`src/rtl/serializer_pkg.sv`:
```
// Shared constants and helpers for the parallel serializer: default geometry,
// TMDS control/idle words and the bit-counter width function.
package serializer_pkg;

    localparam int DEFAULT_WIDTH    = 10;
    localparam int DEFAULT_CHANNELS = 4;

    localparam logic [9:0] TMDS_CTRL_00   = 10'b1101010100;
    localparam logic [9:0] TMDS_CTRL_01   = 10'b0010101011;
    localparam logic [9:0] TMDS_CTRL_10   = 10'b0101010100;
    localparam logic [9:0] TMDS_CTRL_11   = 10'b1010101011;
    localparam logic [9:0] TMDS_IDLE_WORD = TMDS_CTRL_00;

    typedef enum logic {
        LSB_FIRST_ORDER = 1'b0,
        MSB_FIRST_ORDER = 1'b1
    } bit_order_e;

    // Never narrower than one bit, so a single-slot counter still elaborates.
    function automatic int cnt_width(input int n);
        return (n <= 2) ? 1 : $clog2(n);
    endfunction

endpackage

```
`src/rtl/serializer_lane.sv`:
```
// One serializer lane: shift register plus registered output of STEP bits
// per enabled cycle, with the word reordered once at load time.
module serializer_lane
    import serializer_pkg::*;
#(
    parameter int WIDTH     = DEFAULT_WIDTH,
    parameter bit MSB_FIRST = 1'b0,
    parameter int STEP      = 1
) (
    input  logic             clk,
    input  logic             rst,
    input  logic             en,
    input  logic             load,
    input  logic             shift,
    input  logic [WIDTH-1:0] word,
    output logic [STEP-1:0]  dout
);

    localparam bit_order_e ORDER = MSB_FIRST ? MSB_FIRST_ORDER : LSB_FIRST_ORDER;

    logic [WIDTH-1:0] ordered;
    logic [WIDTH-1:0] sr_q, sr_d;
    logic [STEP-1:0]  dout_q, dout_d;

    // ordered[k] is the k-th bit on the wire, so the shifter only moves right.
    always_comb begin
        ordered = word;
        if (ORDER == MSB_FIRST_ORDER) begin
            for (int i = 0; i < WIDTH; i++) begin
                ordered[i] = word[WIDTH-1-i];
            end
        end
    end

    always_comb begin
        sr_d   = sr_q;
        dout_d = dout_q;
        if (en && load) begin
            dout_d = ordered[STEP-1:0];
            sr_d   = ordered >> STEP;
        end else if (en && shift) begin
            dout_d = sr_q[STEP-1:0];
            sr_d   = sr_q >> STEP;
        end
    end

    always_ff @(posedge clk) begin
        if (rst) begin
            sr_q   <= '0;
            dout_q <= '0;
        end else begin
            sr_q   <= sr_d;
            dout_q <= dout_d;
        end
    end

    assign dout = dout_q;

endmodule

```
`src/rtl/parallel_serializer.sv`:
```
// Multi-lane parallel-to-serial converter with valid/ready load, idle-word
// underflow fill and word-boundary strobe. PARALLEL_SERIALIZER_DDR_EN selects two bits per cycle.
module parallel_serializer
    import serializer_pkg::*;
#(
    parameter int               WIDTH     = DEFAULT_WIDTH,
    parameter int               CHANNELS  = DEFAULT_CHANNELS,
    parameter bit               MSB_FIRST = 1'b0,
    parameter logic [WIDTH-1:0] IDLE_WORD = TMDS_IDLE_WORD
) (
    input  logic                      clk,
    input  logic                      rst,
    input  logic                      en,
    input  logic [CHANNELS*WIDTH-1:0] din,
    input  logic                      din_valid,
    output logic                      din_ready,
`ifdef PARALLEL_SERIALIZER_DDR_EN
    output logic [2*CHANNELS-1:0]     dout,
`else
    output logic [CHANNELS-1:0]       dout,
`endif
    output logic                      word_start,
    output logic                      underflow,
    input  logic                      clr_underflow
);

`ifdef PARALLEL_SERIALIZER_DDR_EN
    localparam int STEP = 2;
    if (WIDTH % 2 != 0) begin : g_odd_width
        $error("parallel_serializer: DDR mode needs an even WIDTH");
    end
`else
    localparam int STEP = 1;
`endif

    if (WIDTH < 2) begin : g_narrow_width
        $error("parallel_serializer: WIDTH must be at least 2");
    end

    localparam int             SLOTS = WIDTH / STEP;
    localparam int             CW    = cnt_width(SLOTS);
    localparam logic [CW-1:0]  LAST  = CW'(SLOTS - 1);

    logic [CW-1:0] cnt_q, cnt_d;
    logic          word_start_q, word_start_d;
    logic          underflow_q, underflow_d;
    logic          load;
    logic          transfer;

    assign din_ready = en && (cnt_q == LAST);
    assign load      = din_ready;
    assign transfer  = load && din_valid;

    // A set in the load slot outranks a concurrent clear.
    always_comb begin
        cnt_d        = cnt_q;
        word_start_d = word_start_q;
        underflow_d  = underflow_q;
        if (en) begin
            cnt_d        = (cnt_q == LAST) ? '0 : cnt_q + 1'b1;
            word_start_d = load;
        end
        if (load && !din_valid) begin
            underflow_d = 1'b1;
        end else if (clr_underflow) begin
            underflow_d = 1'b0;
        end
    end

    always_ff @(posedge clk) begin
        if (rst) begin
            cnt_q        <= LAST;
            word_start_q <= 1'b0;
            underflow_q  <= 1'b0;
        end else begin
            cnt_q        <= cnt_d;
            word_start_q <= word_start_d;
            underflow_q  <= underflow_d;
        end
    end

    assign word_start = word_start_q;
    assign underflow  = underflow_q;

    for (genvar c = 0; c < CHANNELS; c++) begin : g_lane
        logic [WIDTH-1:0] lane_word;
        assign lane_word = transfer ? din[c*WIDTH +: WIDTH] : IDLE_WORD;

        serializer_lane #(
            .WIDTH     (WIDTH),
            .MSB_FIRST (MSB_FIRST),
            .STEP      (STEP)
        ) u_lane (
            .clk   (clk),
            .rst   (rst),
            .en    (en),
            .load  (load),
            .shift (cnt_q != LAST),
            .word  (lane_word),
            .dout  (dout[c*STEP +: STEP])
        );
    end

endmodule

```
`config.mk`:
```
export PLATFORM = sky130hd
export DESIGN_NAME = parallel_serializer
export DESIGN_NICKNAME = d
export VERILOG_FILES = /design/src/rtl/serializer_pkg.sv /design/src/rtl/serializer_lane.sv /design/src/rtl/parallel_serializer.sv
export SDC_FILE = /design/constraint.sdc
export NUM_CORES = 1
export LEC_CHECK = 0
export CAP_MARGIN = 0
export CORE_MARGIN = 1
export CORE_UTILIZATION = 45
export DETAILED_ROUTE_END_ITERATION = 7
export HOLD_SLACK_MARGIN = 0.05
export PLACE_DENSITY = 0.79
export SLEW_MARGIN = 30
export SYNTH_ARGS = -nofsm -noshare
export SYNTH_HDL_FRONTEND = slang
export SYNTH_SLANG_ARGS = --single-unit
```
`constraint.sdc`:
```
create_clock -name clk -period 1.9 [get_ports clk]
set_input_delay 0.57 -clock clk [delete_from_list [all_inputs] [get_ports clk]]
set_output_delay 0.57 -clock clk [all_outputs]
set_load 0.01 [all_outputs]
```
==> run metrics <==
status=finished, final reports clean; Reg-to-Reg Start=cnt_q[2]; Synth cell types=25; critical path depth=3; Clock Sinks=46; IR drop worst, VDD=0.000409 V; mux contribution to synthesized area=0.872%; reg2reg path depth=4; HPWL Detailed=3240 um; worst-path fanout max=2; final slew viol count=0; PnR Total Power=0.00242 W; clock root cell=clkbuf_8; Synth Register Bits=46; hold slack=0.470 ns; total gr overflow=0; Comb pwr share=18.9%; later-pin clock latency in the skew report=0.30 ns; clock share of power=36.2%; Sequential Area=921 um2; adder-cell share of the synthesized area=0%; simple-gate share of the synthesized area=31.9%; Total Routing Usage GR=19.7%; FP Rows=25; sequential area share after synthesis=40.1%; Setup Fix Bufs, Post-CTS=0; CTS tree=yes; Switching Fraction=25.8%; crit path max-delay cell type=dfxtp_1; Met2 Wirelength=2390 um; ant diodes=0; Cell Int Power=0.00179 W; Area Overhead vs Synth=28.0%; Max stage delay on crit path=0.32 ns; RSZ-0062 raised after global routing=false; Reg clk slew, reported paths=0.10 ns; gp weighted congestion=0.811; hold-critical path depth=2; DR top layer=met4; switching pwr=0.000625 W; Crit path max-delay family=simple AND/OR/NAND/NOR gates; worst hold start=g_lane[3].u_lane.sr_q[5]; I/O pin cnt=52; worst hold path class=register to register; Post-Synthesis Cells=280; met3 wire length=193 um; Die H=73.4 um; H-tree level count=2; compound-cell area share of the yosys netlist=16.0%; Initial DRC Count=154; starting density of the core=47.7%; crit share post-route=96.0%; Final Hold Fails=0; LEAKAGE=1.01 nW; Pwr Density=823 nW/um2; syn_area_per_cell=8.20 um2; post-synthesis xor/xnor area fraction=0.381%; vias in the first global route=1875; Synth Net Count=325; crit path launch=cnt_q[2]; largest family of logic cells by synthesized area=simple AND/OR/NAND/NOR gates; largest net degree at the start of global routing=60; CTS Hold Bufs=0; Die Area=5390 um2; Filler cells=440; final core utilization=61.0%; Yosys Warn Count=0; Worst-Margin Slew=0.514 ns; met1 WL=2420 um; antenna violations before repair=0; Netlist Area Pre-Place=2300 um2; Max Cap Viol=0; Core Footprint=4820 um2; Bufs and invs on worst path=1; top achievable clock speed=548 MHz; DRC viols=0; drt wl/cell=13.1 um; Setup CP Type=register to output pin; Vias=2069; Data required, critical path=1.33 ns; layout cells sized above 1=6.96%; worst path arrival time=1.25 ns; Setup crit end kind=output pin; first-pass GRT wire length=8260 um; Worst setup SP type=register; buffers from clock root to sink, at most=2; ANT nets after route=0; Die W=73.4 um; final WL=5030 um; multi-input logic area=1130 um2; TritonCTS Buffers=5; Pre-antenna DRT Iters=4; I/O Buffers=51; vias per cell=5.40; cell chain of the critical path=and4bb_1 > and2_1 > clkdlybuf4s15_1; minimum clock period=1.82 ns; sequential share of power=44.9%; Setup Skew=0.0123 ns; # nets final=360; # setup viols final=0; Slew HR=65.7%
==> kinds of logic after synthesis <==
kind of cell              Yosys count
and+or+nand+nor                   134
buffers and inverters              52
DFF                                46
AOI/OAI and AO/OA                  45
muxes                               2
xor gates and xnor gates            1
==> cell usage after synthesis <==
cell | n | area share, %
dfxtp_1 | 46 | 40
and2_1 | 2 | 0.54
buf_4 | 7 | 2.3
buf_6 | 2 | 0.98
or2b_1 | 1 | 0.33
a21oi_1 | 6 | 1.3
and4bb_1 | 1 | 0.54
nand2_1 | 20 | 3.3
buf_2 | 8 | 1.7
mux2i_1 | 2 | 0.87
nand4b_1 | 16 | 6.1
clkbuf_1 | 18 | 2.9
o21bai_1 | 1 | 0.33
a221o_1 | 1 | 0.44
a311oi_1 | 20 | 7.6
nand4bb_1 | 1 | 0.49
nor2_1 | 23 | 3.8
nand3_1 | 42 | 9.2
nand3b_1 | 1 | 0.33
inv_1 | 17 | 2.8
xor2_1 | 1 | 0.38
o311ai_0 | 16 | 6.1
o21ai_0 | 1 | 0.22
nor2b_1 | 1 | 0.27
nand2b_1 | 26 | 7.1
==> state kept, by name (all words and copies together), names as in the netlist <==
register,count
cnt_q,4
g_lane.u_lane.sr_q,36
underflow,1
g_lane.u_lane.dout,4
word_start,1
==> through the flow <==
step | setup WS (ns) | area [um2] | setup TNS (ns) | cells
after floorplan | 0.145 | 2300 | 0 | 280
after global placement | -0.0227 | 2800 | -0.0227 | 375
after detailed placement | -0.0266 | 2800 | -0.0379 | 375
after CTS | 0.0350 | 2940 | 0 | 383
after global routing | 0.0253 | 2940 | 0 | 383
final | 0.0758 | 2940 | 0 | 383
==> power by group through the flow <==
| stage | registers (W) | clock network [W] | logic [W] |
|---|---|---|---|
| floorplan | 0.00110 | 0 | 0.000305 |
| global placement | 0.00110 | 0 | 0.000450 |
| detailed placement | 0.00111 | 0 | 0.000458 |
| CTS | 0.00108 | 0.000882 | 0.000459 |
| global route | 0.00109 | 0.000919 | 0.000507 |
| finish | 0.00108 | 0.000876 | 0.000457 |
==> cell usage in the layout (no fill, tap or decap), types with 5 or more instances in the layout <==
cell type and count:
nor2_1 23, clkdlybuf4s50_1 48, dfxtp_1 46, nand2b_1 26
clkbuf_8 5, nand3_1 42, inv_1 17, o311ai_0 16
nand2_1 20, a21oi_1 6, nand4b_1 16, a311oi_1 20
buf_4 11
==> worst reg2reg max path: cells and delay by family, from the launching register on <==
kind	cells	cell delay (ns)
AO/OA/AOI/OAI	1	0.29
AND/OR/NAND/NOR	2	0.41
buffers and inverters	1	0.39
flip-flops	1	0.32
==> routing by layer <==
layer  vias up  track usage [%]
li1       1064                -
met3         2             4.12
met2        44             33.7
met4         0             5.13
met1       959             25.1
met5         -                0
==> repair_timing <==
item                                    4_1_cts  5_1_grt
gates resized for setup                       1        1
endpoints found under the setup margin        1        1
endpoints found under the hold margin         0        0
==> final timing paths <==
kind	slack (ns)	to
max	0.08	din_ready
min	0.47	g_lane[3].u_lane.sr_q[4]
max reg2reg	0.40	g_lane[0].u_lane.dout
min reg2reg	0.47	g_lane[3].u_lane.sr_q[4]
==> layout make-up <==
cell class	instances	area share (%)
clock buffers	5	2.34
inverters	17	2.17
flip-flops and latches	46	31.3
well taps	67	2.85
clock inverters	3	2.34
repair buffers	63	20.5
multi-input cells	182	38.4
Power figures use the tool's default switching activity.
